--- src/rtl/mem_bus_arbiter.sv ---
// Two-port (CPU / DMA) arbiter onto one memory bus: IDLE -> ACCESS -> ACK per transfer.
// Optional macro ARB_ROUND_ROBIN_EN gives round-robin ties; otherwise requester 0 wins ties.
module mem_bus_arbiter #(
    parameter int AW = 8,
    parameter int DW = 8
) (
    input  logic          clk,
    input  logic          reset,
    input  logic          r0_req,
    input  logic          r1_req,
    input  logic          r0_we,
    input  logic          r1_we,
    input  logic [AW-1:0] r0_add,
    input  logic [AW-1:0] r1_add,
    input  logic [DW-1:0] r0_wdat,
    input  logic [DW-1:0] r1_wdat,
    input  logic          r0_lock,
    input  logic          r1_lock,
    output logic          r0_ack,
    output logic          r1_ack,
    output logic [DW-1:0] r0_rdat,
    output logic [DW-1:0] r1_rdat,
    output logic [AW-1:0] mem_add,
    output logic [DW-1:0] mem_dout,
    input  logic [DW-1:0] mem_din,
    output logic          mem_rd,
    output logic          mem_wrt,
    output logic [1:0]    gnt,
    output logic          busy,
    output logic [1:0]    fsm_state
);
    // Handshake: a requester raises req with we/add/wdat/lock stable and holds it until its
    // one-cycle ack; req is only looked at in IDLE, so a req still high after ack is a new request.
    typedef enum logic [1:0] {IDLE = 2'd0, ACCESS = 2'd1, ACK = 2'd2} state_t;

    state_t        state, state_nxt;
    logic          owner;
    logic          lock_q;
    logic          we_q;
    logic [AW-1:0] add_q;
    logic [DW-1:0] wdat_q;
    logic [DW-1:0] rdat0_q, rdat1_q;
    logic [1:0]    gnt_q;
    logic          own_req, own_lock, hold, grant, win, tie_win;

`ifdef ARB_ROUND_ROBIN_EN
    logic last_q;
    assign tie_win = ~last_q;

    always_ff @(posedge clk or negedge reset) begin
        if (!reset)
            last_q <= 1'b1;
        else if (state == IDLE && grant)
            last_q <= win;
    end
`else
    assign tie_win = 1'b0;
`endif

    assign own_req  = owner ? r1_req  : r0_req;
    assign own_lock = owner ? r1_lock : r0_lock;
    // A locked owner that is not requesting parks the bus until it lets go of lock.
    assign hold     = lock_q && !own_req && own_lock;

    always_comb begin
        grant = 1'b0;
        win   = owner;
        if (lock_q && own_req) begin
            grant = 1'b1;
        end else if (!hold) begin
            if (r0_req && r1_req) begin
                grant = 1'b1;
                win   = tie_win;
            end else if (r0_req) begin
                grant = 1'b1;
                win   = 1'b0;
            end else if (r1_req) begin
                grant = 1'b1;
                win   = 1'b1;
            end
        end
    end

    always_ff @(posedge clk or negedge reset) begin
        if (!reset)
            state <= IDLE;
        else
            state <= state_nxt;
    end

    always_comb begin
        state_nxt = state;
        mem_rd    = 1'b0;
        mem_wrt   = 1'b0;
        r0_ack    = 1'b0;
        r1_ack    = 1'b0;
        busy      = 1'b0;
        case (state)
            IDLE: begin
                if (grant)
                    state_nxt = ACCESS;
            end
            ACCESS: begin
                state_nxt = ACK;
                mem_rd    = !we_q;
                mem_wrt   = we_q;
                busy      = 1'b1;
            end
            ACK: begin
                state_nxt = IDLE;
                r0_ack    = !owner;
                r1_ack    = owner;
                busy      = 1'b1;
            end
            default: state_nxt = IDLE;
        endcase
    end

    always_ff @(posedge clk or negedge reset) begin
        if (!reset) begin
            owner   <= 1'b0;
            lock_q  <= 1'b0;
            we_q    <= 1'b0;
            add_q   <= '0;
            wdat_q  <= '0;
            gnt_q   <= 2'b00;
            rdat0_q <= '0;
            rdat1_q <= '0;
        end else begin
            case (state)
                IDLE: begin
                    if (!hold)
                        lock_q <= 1'b0;
                    if (grant) begin
                        owner  <= win;
                        we_q   <= win ? r1_we   : r0_we;
                        add_q  <= win ? r1_add  : r0_add;
                        wdat_q <= win ? r1_wdat : r0_wdat;
                        gnt_q  <= {win, ~win};
                    end else if (!hold) begin
                        gnt_q <= 2'b00;
                    end
                end
                ACCESS: begin
                    if (!we_q) begin
                        if (owner)
                            rdat1_q <= mem_din;
                        else
                            rdat0_q <= mem_din;
                    end
                end
                ACK: begin
                    lock_q <= own_lock;
                    if (!own_lock)
                        gnt_q <= 2'b00;
                end
                default: ;
            endcase
        end
    end

    assign mem_add   = add_q;
    assign mem_dout  = wdat_q;
    assign r0_rdat   = rdat0_q;
    assign r1_rdat   = rdat1_q;
    assign gnt       = gnt_q;
    assign fsm_state = state;
endmodule

--- config.mk ---
export PLATFORM = sky130hd
export DESIGN_NAME = mem_bus_arbiter
export DESIGN_NICKNAME = d
export VERILOG_FILES = /design/src/rtl/mem_bus_arbiter.sv
export SDC_FILE = /design/constraint.sdc
export NUM_CORES = 1
export LEC_CHECK = 0
export CAP_MARGIN = 15
export CORE_ASPECT_RATIO = 0.8
export CORE_MARGIN = 3
export CORE_UTILIZATION = 41
export CTS_CLUSTER_DIAMETER = 60
export DETAILED_ROUTE_END_ITERATION = 16
export HOLD_SLACK_MARGIN = 0.08
export PLACE_DENSITY = 0.92
export SYNTH_ARGS = -nofsm -noshare
export SYNTH_HDL_FRONTEND = slang
export SYNTH_SLANG_ARGS = --single-unit
--- constraint.sdc ---
create_clock -name clk -period 2.3 [get_ports clk]
set_clock_uncertainty 0.2 [all_clocks]
set_input_delay 0.575 -clock clk [delete_from_list [all_inputs] [get_ports clk]]
set_output_delay 0.575 -clock clk [all_outputs]
set_load 0.01 [all_outputs]
==> flow_metrics.tcl <==
set metrics [dict create \
    synth_cell_types 29 \
    cp.arrival_ps 1450 \
    worstSetupPathType "reg -> out" \
    synth_area_leaders "dfrtp_1, mux2_2, a31oi_1" \
    cts_sinks 39 \
    min_path_cells 1 \
    routabilityCongestion 0.791 \
    clock_path_buffers 2 \
    ys_warn_count 0 \
    cap_violations 0 \
    hold_path_class "reg -> reg" \
    layout_setup_ws_ps 75.6 \
    wl_per_cell_um 15.3 \
    start_util_pct 43.5 \
    switching_power_mw 1.29 \
    drive_above_1_share_pct 17.6 \
    crit_slowest_cell "dfrtp_1" \
    hold_viol_final 0 \
    dr.pass1.iters 4 \
    die_x_um 81.4 \
    post_dp_cell_area_um2 2910 \
    sw_frac_of_total_pct 34.8 \
    crit_path_cell_trace "buf_4 > ha_1 > and2_1 > dlygate4sd2_1" \
    reg2reg_depth 4 \
    synth_top_family_by_area "simple AND/OR/NAND/NOR gates" \
    r2r_start "owner" \
    pwr-share-clk_pct 11.6 \
    die_y_um 66.3 \
    cp.depth 4 \
    async_flop_share_pct 100 \
    vdd_ir_drop_max_mv 0.559 \
    path_delay_family "buffers and inverters" \
    startpoint "fsm_state[1]" \
    n_fill_cell 324 \
    synthesis.area_um2 1860 \
    total_power_mw 3.71 \
    io_buffers 88 \
    antennaDiodeCount 0 \
    drtIter0Drc 92 \
    synth_xor_area_share_pct 0 \
    synth_fa_ha_area_share_pct 2.01 \
    ys_ff_latch 39 \
    ctsHtreeMaxLevel 2 \
    synth-compound-area-share_pct 14.6 \
    netlist_instances 175 \
    nets 329 \
    fp.coreArea_um2 4280 \
    dp_hpwl_mm 4.02 \
    die_area_um2 5390 \
    tns_ps 0 \
    viasPerCell 5.10 \
    cts_tree "built" \
    cts_root_buf "clkbuf_8" \
    p_int_mw 2.42 \
    post-route-util_pct 70.6 \
    clk_pin_slew_worst_paths_ps 80 \
    synth_top_area_cell "dfrtp_1" \
    synth-simple-area-share_pct 16.3 \
    final_area_um2 3030 \
    finalMaxSlewViolations 0 \
    dp.cells 325 \
    grt.overflow.total 0 \
    hp-start "r0_rdat[0]" \
    p_seq_share_pct 34.0 \
    clk_latency_ps 280 \
    p_leak_nw 1.27 \
    grt_pass1_vias 1690 \
    synth_edf_count 0 \
    grt_max_degree 23 \
    whs_endpoint "r0_rdat[0]" \
    drt_wl_total_mm 5.14 \
    cp_slowest_stage_delay_ps 390 \
    worstSetupEndpointType "output port" \
    worstMarginPinSlew_ps 424 \
    synthMuxAreaShare_pct 11.5 \
    avgSynthCellArea_um2 10.6 \
    layout.cells.non_filler 336 \
    period_needed_ps 2220 \
    ys_seq_area_share_pct 52.4 \
    antenna_found_initial 0 \
    drc 0 \
    outcome "completed" \
    ys.flop_type "dfrtp_1" \
    dp_slack_ps -202 \
    grt_first_pass_wirelength_mm 8.29 \
    grt_setup_unrepaired "no" \
    min_period_over_period_pct 96.7 \
    max_slew_margin_pct 71.7 \
    required_ps 1520 \
    r2r_setup_slack_ps 260 \
    holdWs_ps 307 \
    vias 1715 \
    combPwrFrac_pct 54.4 \
    fmax_mhz 450 \
    rows 21 \
    yosysTopAreaCellShare_pct 52.4 \
    power_density_nw_per_um2 1230 \
    cts_buffers 5 \
    path_max_fanout 3 \
    synth_fp_nets 226 \
    ant_nets 0 \
    r2r-end "fsm_state[1]" \
    critPathLaunchType "register" \
    crit_buf_inv 2 \
    setup_viol 0 \
    io-pin-count 89 \
    gr-usage-all-layers_pct 20.3 \
    area_growth_pct 62.4 \
]
synthesized netlist by cell type (3+ instances only):
cell	count
ha_1	3
a31oi_1	17
buf_4	3
nor2_1	21
o21ai_0	19
mux2_2	19
nor2b_1	4
clkbuf_1	5
dfrtp_1	39
nand2_1	5
nand3_1	17
worst max-delay path by stage:
stage,end,slack [ps]
2_1_floorplan,r0_rdat[0],250
3_3_place_gp,gnt[1],-150
3_5_place_dp,gnt[1],-200
4_1_cts,busy,20
5_1_grt,r1_ack,20
6_report,r1_ack,80
power by group through the flow:
stage	clock (mW)	sequential, mW	combinational [mW]
floorplan	0	1.37	0.817
global placement	0	1.26	1.94
detailed placement	0	1.27	2.00
CTS	0.449	1.26	2.03
global route	0.481	1.30	2.22
finish	0.432	1.26	2.02
layout make-up:
type,instances,area [um^2],share of cell area [%]
Clock buffer,6,72.6,2.40
Clock inverter,2,12.5,0.414
Inverter,2,7.51,0.248
Multi-Input combinational cell,124,831,27.5
Sequential cell,39,976,32.3
Tap cell,57,71.3,2.36
Timing Repair Buffer,106,1050,34.9
worst reg2reg max path, cell delays in order, from the launching register on:
cell and delay, ps:
dfrtp_1 580, and4bb_1 310, or2_2 320, o21ai_0 180, mux2_2 350
cells by family after synthesis:
kind of cell | after synthesis
fa+ha+maj | 3
compound gates | 45
mux | 19
buf+inv | 12
simple gates | 57
flops | 39
metal layers:
| layer | share of wire (%) | track usage [%] |
|---|---|---|
| met1 | 43 | 26.4 |
| met2 | 48 | 33.8 |
| met3 | 8.4 | 5.18 |
| met4 | 0.37 | 4.43 |
| met5 | 0 | 0 |
cell usage in the layout, fill, tap and decap left out, types with 5 or more instances in the layout:
cell             count
clkdlybuf4s50_1     82
dfrtp_1             39
nor2_1              21
mux2_2              19
o21ai_0             19
nand3_1             17
a31oi_1             17
buf_4               13
nand2_1              5
clkbuf_8             5
flip-flops by register name, summed over array words and instances, names as in the netlist:
register   count
mem_dout       8
mem_add        8
fsm_state      2
lock_q         1
r0_rdat        8
owner          1
we_q           1
gnt            2
r1_rdat        8
repair_timing:
action	in CTS	in global routing
endpoints found under the setup margin	5	6
gates cloned	0	0
hold endpoints to repair	18	0
setup buffers	2	0
pin swaps	0	0
gates resized for setup	4	6
hold buffers	1	0
Note: power is estimated with default switching activity, not from simulation.
